$ cat config.mk
export PLATFORM = sky130hd
export DESIGN_NAME = interleaver_pingpong_ctrl_flat
export DESIGN_NICKNAME = d
export VERILOG_FILES = /design/src/rtl/wimax_pkg.sv /design/src/rtl/interleaver_pingpong_ctrl_if.sv /design/src/rtl/pp_bit_bank.sv /design/src/rtl/interleaver_pingpong_ctrl.sv /design/src/flat_wrapper.sv
export SDC_FILE = /design/constraint.sdc
export NUM_CORES = 1
export LEC_CHECK = 0
export BUFFER_PORTS_ARGS = -buffer_cell sky130_fd_sc_hd__buf_2
export CORE_MARGIN = 2
export CORE_UTILIZATION = 65
export DETAILED_ROUTE_END_ITERATION = 10
export GPL_TIMING_DRIVEN = 0
export PLACE_DENSITY = 0.86
export SYNTH_ARGS = -nofsm -noshare
export SYNTH_HDL_FRONTEND = slang
export SYNTH_SLANG_ARGS = --single-unit
$ cat constraint.sdc
create_clock -name clk -period 6.5 [get_ports clk]
set_input_delay 1.3 -clock clk [delete_from_list [all_inputs] [get_ports clk]]
set_output_delay 1.3 -clock clk [all_outputs]
set_load 0.005 [all_outputs]
$ cat src/rtl/wimax_pkg.sv
// Shared WiMAX PHY constants and types.
// Imported by the interleaver ping-pong controller slice.
package wimax_pkg;

    localparam int NCBPS_QPSK = 192;
    localparam int NCPC_QPSK  = 2;

    typedef enum logic {
        IDLE,
        STREAM
    } pp_state_t;

endpackage

$ cat src/rtl/interleaver_pingpong_ctrl_if.sv
// Bit-in / symbol-out handshake bundle of the ping-pong controller.
// master = interleaver/modulator side, slave = controller.
interface interleaver_pingpong_ctrl_if #(
    parameter int NCBPS = wimax_pkg::NCBPS_QPSK,
    parameter int NCPC  = wimax_pkg::NCPC_QPSK
);
    localparam int IDXW = $clog2(NCBPS);

    logic            valid_in;
    logic            data_in;
    logic [IDXW-1:0] index_in;
    logic            ready_in;
    logic            valid_out;
    logic [NCPC-1:0] data_out;
    logic            ready_mod;
    logic            block_done;
    logic            idx_err;

    modport master (
        output valid_in, data_in, index_in, ready_mod,
        input  ready_in, valid_out, data_out, block_done, idx_err
    );

    modport slave (
        input  valid_in, data_in, index_in, ready_mod,
        output ready_in, valid_out, data_out, block_done, idx_err
    );

endinterface

$ cat src/rtl/pp_bit_bank.sv
// Two NCBPS-bit flop banks: one bit-write port, one NCPC-wide read port.
// Contents are deliberately not reset.
module pp_bit_bank #(
    parameter int NCBPS = 192,
    parameter int NCPC  = 2,
    parameter int IDXW  = $clog2(NCBPS),
    parameter int RDW   = $clog2(NCBPS / NCPC)
) (
    input  logic            clk,
    input  logic            we,
    input  logic            wr_sel,
    input  logic [IDXW-1:0] wr_addr,
    input  logic            wr_bit,
    input  logic            rd_sel,
    input  logic [RDW-1:0]  rd_addr,
    output logic [NCPC-1:0] rd_data
);

    logic [NCBPS-1:0] mem [2];

    always_ff @(posedge clk) begin
        if (we) begin
            mem[wr_sel][wr_addr] <= wr_bit;
        end
    end

    assign rd_data = mem[rd_sel][int'(rd_addr) * NCPC +: NCPC];

endmodule

$ cat src/rtl/interleaver_pingpong_ctrl.sv
// Ping-pong reorder buffer: scatters interleaved bits into one bank
// while the other bank is streamed in order to the modulator.
module interleaver_pingpong_ctrl
    import wimax_pkg::*;
#(
    parameter int NCBPS = NCBPS_QPSK,
    parameter int NCPC  = NCPC_QPSK
) (
    input  logic                        clk,
    input  logic                        resetN,
    interleaver_pingpong_ctrl_if.slave  bus
);

    localparam int IDXW = $clog2(NCBPS);
    localparam int NSYM = NCBPS / NCPC;
    localparam int RDW  = $clog2(NSYM);

    localparam logic [IDXW:0]   DEPTH   = (IDXW+1)'(NCBPS);
    localparam logic [IDXW-1:0] WR_LAST = IDXW'(NCBPS - 1);
    localparam logic [RDW-1:0]  RD_LAST = RDW'(NSYM - 1);

    pp_state_t       state;
    logic            wr_bank;
    logic            rd_bank;
    logic [1:0]      bank_full;
    logic [1:0]      full_nxt;
    logic [IDXW-1:0] wr_cnt;
    logic [RDW-1:0]  rd_cnt;
    logic            valid_q;
    logic            idx_err_q;
    logic            ready;
    logic            accept;
    logic            idx_ok;
    logic            wr_last;
    logic            rd_hs;
    logic            rd_last;
    logic [NCPC-1:0] rd_bits;

    assign ready   = ~bank_full[wr_bank];
    assign accept  = bus.valid_in & ready;
    assign idx_ok  = {1'b0, bus.index_in} < DEPTH;
    assign wr_last = accept & (wr_cnt == WR_LAST);
    assign rd_hs   = valid_q & bus.ready_mod;
    assign rd_last = rd_hs & (rd_cnt == RD_LAST);

    assign bus.ready_in   = ready;
    assign bus.valid_out  = valid_q;
    assign bus.data_out   = valid_q ? rd_bits : '0;
    assign bus.block_done = rd_last;
    assign bus.idx_err    = idx_err_q;

    // Fill and drain always target different banks, so both edits apply together.
    always_comb begin
        full_nxt = bank_full;
        if (wr_last) full_nxt[wr_bank] = 1'b1;
        if (rd_last) full_nxt[rd_bank] = 1'b0;
    end

    always_ff @(posedge clk or negedge resetN) begin
        if (!resetN) begin
            wr_cnt    <= '0;
            wr_bank   <= 1'b0;
            bank_full <= 2'b00;
            idx_err_q <= 1'b0;
        end else begin
            bank_full <= full_nxt;
            if (accept) begin
                if (!idx_ok) idx_err_q <= 1'b1;
                if (wr_last) begin
                    wr_cnt  <= '0;
                    wr_bank <= ~wr_bank;
                end else begin
                    wr_cnt <= wr_cnt + 1'b1;
                end
            end
        end
    end

    always_ff @(posedge clk or negedge resetN) begin
        if (!resetN) begin
            state   <= IDLE;
            valid_q <= 1'b0;
            rd_cnt  <= '0;
            rd_bank <= 1'b0;
        end else begin
            unique case (state)
                IDLE: begin
                    if (bank_full[rd_bank]) begin
                        state   <= STREAM;
                        valid_q <= 1'b1;
                    end
                end
                STREAM: begin
                    if (rd_last) begin
                        rd_cnt  <= '0;
                        rd_bank <= ~rd_bank;
                        if (!bank_full[~rd_bank]) begin
                            state   <= IDLE;
                            valid_q <= 1'b0;
                        end
                    end else if (rd_hs) begin
                        rd_cnt <= rd_cnt + 1'b1;
                    end
                end
            endcase
        end
    end

    pp_bit_bank #(
        .NCBPS (NCBPS),
        .NCPC  (NCPC),
        .IDXW  (IDXW),
        .RDW   (RDW)
    ) u_bank (
        .clk     (clk),
        .we      (accept & idx_ok),
        .wr_sel  (wr_bank),
        .wr_addr (bus.index_in),
        .wr_bit  (bus.data_in),
        .rd_sel  (rd_bank),
        .rd_addr (rd_cnt),
        .rd_data (rd_bits)
    );

endmodule

$ cat src/flat_wrapper.sv
// flat-port wrapper written by rule: the top's interface ports become plain ports
module interleaver_pingpong_ctrl_flat import wimax_pkg::*;
#(
    parameter int NCBPS = NCBPS_QPSK,
    parameter int NCPC  = NCPC_QPSK
)
  (clk, resetN, bus_valid_in, bus_data_in, bus_index_in, bus_ready_mod, bus_ready_in, bus_valid_out, bus_data_out, bus_block_done, bus_idx_err);
  interleaver_pingpong_ctrl_if #(.NCBPS(NCBPS), .NCPC(NCPC)) bus_i ();
  input  logic clk;
  input  logic resetN;
  input wire logic [$bits(bus_i.valid_in)-1:0] bus_valid_in;
  input wire logic [$bits(bus_i.data_in)-1:0] bus_data_in;
  input wire logic [$bits(bus_i.index_in)-1:0] bus_index_in;
  input wire logic [$bits(bus_i.ready_mod)-1:0] bus_ready_mod;
  output wire logic [$bits(bus_i.ready_in)-1:0] bus_ready_in;
  output wire logic [$bits(bus_i.valid_out)-1:0] bus_valid_out;
  output wire logic [$bits(bus_i.data_out)-1:0] bus_data_out;
  output wire logic [$bits(bus_i.block_done)-1:0] bus_block_done;
  output wire logic [$bits(bus_i.idx_err)-1:0] bus_idx_err;
  assign bus_i.valid_in = bus_valid_in;
  assign bus_i.data_in = bus_data_in;
  assign bus_i.index_in = bus_index_in;
  assign bus_i.ready_mod = bus_ready_mod;
  assign bus_ready_in = bus_i.ready_in;
  assign bus_valid_out = bus_i.valid_out;
  assign bus_data_out = bus_i.data_out;
  assign bus_block_done = bus_i.block_done;
  assign bus_idx_err = bus_i.idx_err;
  interleaver_pingpong_ctrl #(.NCBPS(NCBPS), .NCPC(NCPC)) u_core (.clk(clk), .resetN(resetN), .bus(bus_i));
endmodule
# Word-level counts from Yosys, hierarchy flattened

Memories as Yosys holds them, arrays and structs flattened.
Cells that the tools add are included.

Flip-flop bits (word level): 22
Latch bits: 0
Memory bits (writable): 384
Bits in read-only memories: 0
Input bits: 13
Logic and storage cells: 75
Memories kept: 1

Memory list:

| name              | words | bits a word | read ports | clocked after Yosys merged registers in | write ports | RTL line          | source |
|---|---|---|---|---|---|---|---|
| u_core.u_bank.mem | 2     | 192         | 1          | 0                                       | 1           | pp_bit_bank.sv:19 | `logic [NCBPS-1:0] mem [2];` |

$add $sub $neg: 2
Multiply operators: 0
Div/mod/pow operators: 0
Magnitude comparators: 8
Equal/unequal tests: 5
Shifts and indexed selects: 1
Muxes and demuxes: 28
Bitwise logic cells: 13
Reductions and logical operators: 9

Operators with widths:

| kind                                                                   | count |
|---|---|
| 192-bit 2-to-1 mux                                                     | 1 |
| 192-bit by 9-bit indexed part select with 2-bit output                 | 1 |
| 1-bit 2-to-1 mux                                                       | 16 |
| 7-bit 2-to-1 mux                                                       | 2 |
| 8-bit by 9-bit < comparator with 1-bit output (second input constant)  | 1 |
| 8-bit by 1-bit adder with 8-bit output (second input constant)         | 1 |
| 1-bit demux with 8-bit select                                          | 1 |
| 8-bit == test (second input constant)                                  | 1 |
| 8-bit by 1-bit >= comparator with 1-bit output (second input constant) | 1 |
| 8-bit < comparator (second input constant)                             | 1 |
| 8-bit 2-to-1 mux                                                       | 1 |
| 2-bit AND reduction                                                    | 4 |
| 7-bit by 1-bit adder with 7-bit output (second input constant)         | 1 |
| 7-bit == test (second input constant)                                  | 1 |
| 1-bit by 2-bit < comparator with 1-bit output (second input constant)  | 3 |
| 2-bit 2-to-1 mux                                                       | 3 |
| 1-bit bitwise AND                                                      | 5 |
| 1-bit NOT                                                              | 5 |
| 2-bit != test (second input constant)                                  | 2 |
| 1-bit case mux with 2 select lines                                     | 2 |
| 1-bit logical AND                                                      | 3 |
| 3-bit AND reduction                                                    | 1 |
| 2-bit bitwise AND                                                      | 1 |
| 1-bit demux with 1-bit select                                          | 2 |
| 5 further kinds                                                        | 6 |

# Longest topological paths before layout

Depth in word-level cells: 8
Mapped depth: 12

# By module

Synthesis repeated with hierarchy kept, for this count alone.

Cell total of the unflattened synthesis: 1299
Area total of the unflattened synthesis: 17993.5 µm²

By module, submodules not included:

| module                    | instances | cells each | area each (µm²) | sequential area each (µm²) |
|---|---|---|---|---|
| pp_bit_bank               | 1         | 1186       | 16838.6         | 11531.1 |
| interleaver_pingpong_ctrl | 1         | 113        | 1154.9          | 550.5 |

# Worst setup path after synthesis

No wires, ideal clock.

Path type: register to output
Start point: register u_core.rd_bank
End point: output port bus_data_out[1]
Data arrival time: 2.048 ns
Required time: 5.200 ns
Setup slack: 3.152 ns
Stages on the path, launching flop included: 10
Path buffers: 3
Path through: dfrtp_1 > buf_6 > buf_12 > buf_12 > mux4_1 > mux4_2 > nand2_1 > nand2_1 > o221ai_2 > o22ai_1

Word-level cells in the longest chain between the ends: 3

Ends and longest elaborated chain:

| element                                                | RTL line                        | source |
|---|---|---|
| from (decl)                                            | interleaver_pingpong_ctrl.sv:24 | `logic rd_bank;` |
| from (signal assigned)                                 | interleaver_pingpong_ctrl.sv:96 | `rd_bank <= ~rd_bank;` |
| memory 2 x 192 bit                                     | -                               |  |
| 192-bit by 9-bit indexed part select with 2-bit output | pp_bit_bank.sv:27               | `assign rd_data = mem[rd_sel][int'(rd_addr) * NCPC +: NCPC];` |
| 2-bit 2-to-1 mux                                       | interleaver_pingpong_ctrl.sv:48 | `assign bus.data_out = valid_q ? rd_bits : '0;` |
| to (decl)                                              | flat_wrapper.sv:17              | `output wire logic [$bits(bus_i.data_out)-1:0] bus_data_out;` |

No other way between the ends.

# Worst setup path after layout

Start point: register u_core.rd_cnt[0]
End point: output port bus_data_out[0]

Word-level cells in the longest chain between the ends: 2

Ends and longest elaborated chain:

| element                                                | RTL line                         | source |
|---|---|---|
| from (decl)                                            | interleaver_pingpong_ctrl.sv:28  | `logic [RDW-1:0] rd_cnt;` |
| from (signal assigned)                                 | interleaver_pingpong_ctrl.sv:102 | `rd_cnt <= rd_cnt + 1'b1;` |
| 192-bit by 9-bit indexed part select with 2-bit output | pp_bit_bank.sv:27                |  |
| 2-bit 2-to-1 mux                                       | interleaver_pingpong_ctrl.sv:48  |  |

No other way between the ends.

==> reports/results.txt <==
status = completed
initial antenna violation count = 0
Async S/R FF share, synth = 0.0542
startpoint types = flip-flop
worst slew margin relative to its limit = 0.302
PwrDens = 299 mW/mm2
worst hold-check path type = reg2reg
drt wl/cell = 27.9 um
row count = 60
GRT Overall Usage = 0.341
vias post-DR = 12,100
Most common cell on crit path = buf_2
routability cong. = 0.946
cell leakage power = 0.00657 uW
grt ovf = 0
Syn Inst Count = 1,306
Final Cycle Share = 0.826
placed cell areas = 0.0185 mm2
Max IR drop VDD = 0.167 mV
Reg2Reg Setup Slack = 3300 ps
unrepaired setup endpoints after global routing = false
# DRC = 0
end of the worst register-to-register path = u_core.u_bank.mem[0][180]
Final Hold Fails = 0
DRT Pass-1 Iters = 6
Fillers = 1,593
Seq/Total Area, Yosys = 0.672
final wirelength = 48.4 mm
Post-synth EDFFs = 384
cts repair resizes = 0
Stages on worst setup path = 10
Detail Route Antenna Nets = 0
Die H = 170 um
Max Clk Rate = 186 MHz
IO Port Bufs = 18
Critical Path RT = 5200 ps
CTS tree = built
Max clock buf depth = 3
yosys warns = 0
commonest register cell after synthesis = edfxtp_1
cts bufs inserted = 40
Fin Clk Skew = 9.07 ps
Post-CTS Setup Bufs = 0
Worst Path Max Fanout = 10
nets@finish = 1,382
Hold Path Origin = u_core.bus.idx_err
CP top delay family = buffers and inverters
starting density of the core = 0.665
Via density = 6.97
Syn Area/Cell = 13.8 um2
Worst-Skew Late Latency = 550 ps
worst hold stages = 1
Setup violations, final = 0
full die area = 0.0290 mm2
share of layout cells above drive strength 1 = 0.120
Root Driver = clkbuf_16
Final Cell Area = 0.0197 mm2
global-route wire length before repair = 71.5 mm
Pins Over Slew Limit = 0
First DRT Iteration DRCs = 2,585
ant diodes = 0
leading cell type in the layout, fill and taps excluded = nor2_1
Post-Syn Nets = 1,321
max incr delay on CP = 760 ps
slowest library cell on the worst path = buf_1
largest net degree at the start of global routing = 215
critical path class = reg2out
Slew @ Worst Pin = 1040 ps
Synth Register Bits = 406
Syn Std Cell Area = 0.0180 mm2
Tmin final = 5370 ps
Register Area = 0.0121 mm2
Data arrival, critical path = 4070 ps
Hold-fix buffers, CTS = 0
clock sink total = 406
launch point of the worst reg-to-reg path = u_core.wr_bank
area of the multi-input gates = 0.00533 mm2
H-tree levels = 2
Core Area = 0.0270 mm2
max_cap viols = 0
clk slew on worst S/H paths = 60 ps
Hold Path End = u_core.bus.idx_err
worst reg2reg path depth = 8
number of global-route vias before repair = 11,800
unique cell type count in the Yosys netlist = 61
commonest cells after routing, fill and taps aside = nor2_1 (404), edfxtp_1 (384), clkbuf_1 (79)
Bufs and invs on worst path = 5
placed wire-length estimate = 31.3 mm
area delta synth->final = 9.75%
setup tns final = 0 ps
CP cell instances = buf_6 > buf_2 > buf_2 > buf_1 > mux4_2 > o211ai_1 > nand3_1 > o211ai_1 > o21ai_1 > buf_2
CP Capture Type = output pin
Die X = 170 um
IO Count = 19
power by group:
group,internal [uW],switching [uW]
registers,2890,32.7
clock network,1210,975
logic,257,535
sequential cells by signal (all words and copies together) (netlist names):
register,count
u_core.state,1
u_core.wr_bank,1
u_core.u_bank.mem,384
u_core.wr_cnt,8
u_core.rd_bank,1
u_core.bus.idx_err,1
u_core.bus.valid_out,1
u_core.rd_cnt,7
u_core.bank_full,2
worst max-delay path by stage:
| stage | startpoint | to | slack (ps) |
|---|---|---|---|
| 4_1_cts | u_core.rd_cnt[0] | bus_data_out[0] | 1320 |
| 2_1_floorplan | u_core.rd_bank | bus_data_out[1] | 3150 |
| 6_report | u_core.rd_cnt[0] | bus_data_out[0] | 1130 |
| 5_1_grt | u_core.rd_cnt[0] | bus_data_out[0] | 1180 |
| 3_5_place_dp | u_core.rd_cnt[0] | bus_data_out[0] | 1910 |
| 3_3_place_gp | bus_data_in | u_core.u_bank.mem[0][145] | 550 |
Yosys cell counts (11+ instances only):
master	n	area [um2]
nor3_1	11	55.1
buf_6	13	146
nand3_1	12	60.1
nand2_1	72	270
o221ai_1	13	114
a21oi_1	26	130
o22ai_1	12	75.1
mux2i_1	70	701
clkbuf_1	67	251
a22oi_1	11	82.6
dfrtp_1	22	551
edfxtp_1	384	11500
mux4_2	50	1130
nor2_1	404	1520
mux4_1	16	420
routing by layer:
metal | track usage | wire length [um] | vias to the layer above
met2 | 0.536 | 22700 | 1094
li1 | - | - | 4904
met5 | 0 | 0 | -
met3 | 0.0807 | 6730 | 202
met1 | 0.460 | 16600 | 5921
met4 | 0.154 | 2340 | 0
kinds of logic after synthesis:
| logic type | synth area share |
|---|---|
| xor gates and xnor gates | 0.00487 |
| DFF | 0.672 |
| muxes | 0.131 |
| AOI/OAI and AO/OA | 0.0392 |
| buffers and inverters | 0.0319 |
| adders and majority gates | 0.00139 |
| and+or+nand+nor | 0.120 |
per-stage QoR:
| step | worst slack [ps] | hold slack (ps) | power, uW | cells | util |
|---|---|---|---|---|---|
| finish | 1130 | 497 | 5890 | 1738 | 0.730 |
| global route | 1180 | 521 | 6010 | 1738 | 0.730 |
| CTS | 1320 | 506 | 5840 | 1738 | 0.730 |
| detailed placement | 1910 | 489 | 3720 | 1666 | 0.686 |
| global placement | 554 | 458 | 3700 | 1665 | 0.684 |
| floorplan | 3150 | 468 | 3420 | 1306 | - |
area by class of cell:
type                       instances  share of cell area
clock inverter                    19             0.00647
inverter                           7             0.00133
timing repair buffer              19             0.00647
tap                              341              0.0216
clock buffer                      53              0.0543
sequential                       406               0.612
multi-input combinational        795               0.270
buffer                            98              0.0277
(Power assumes the default switching activity.)
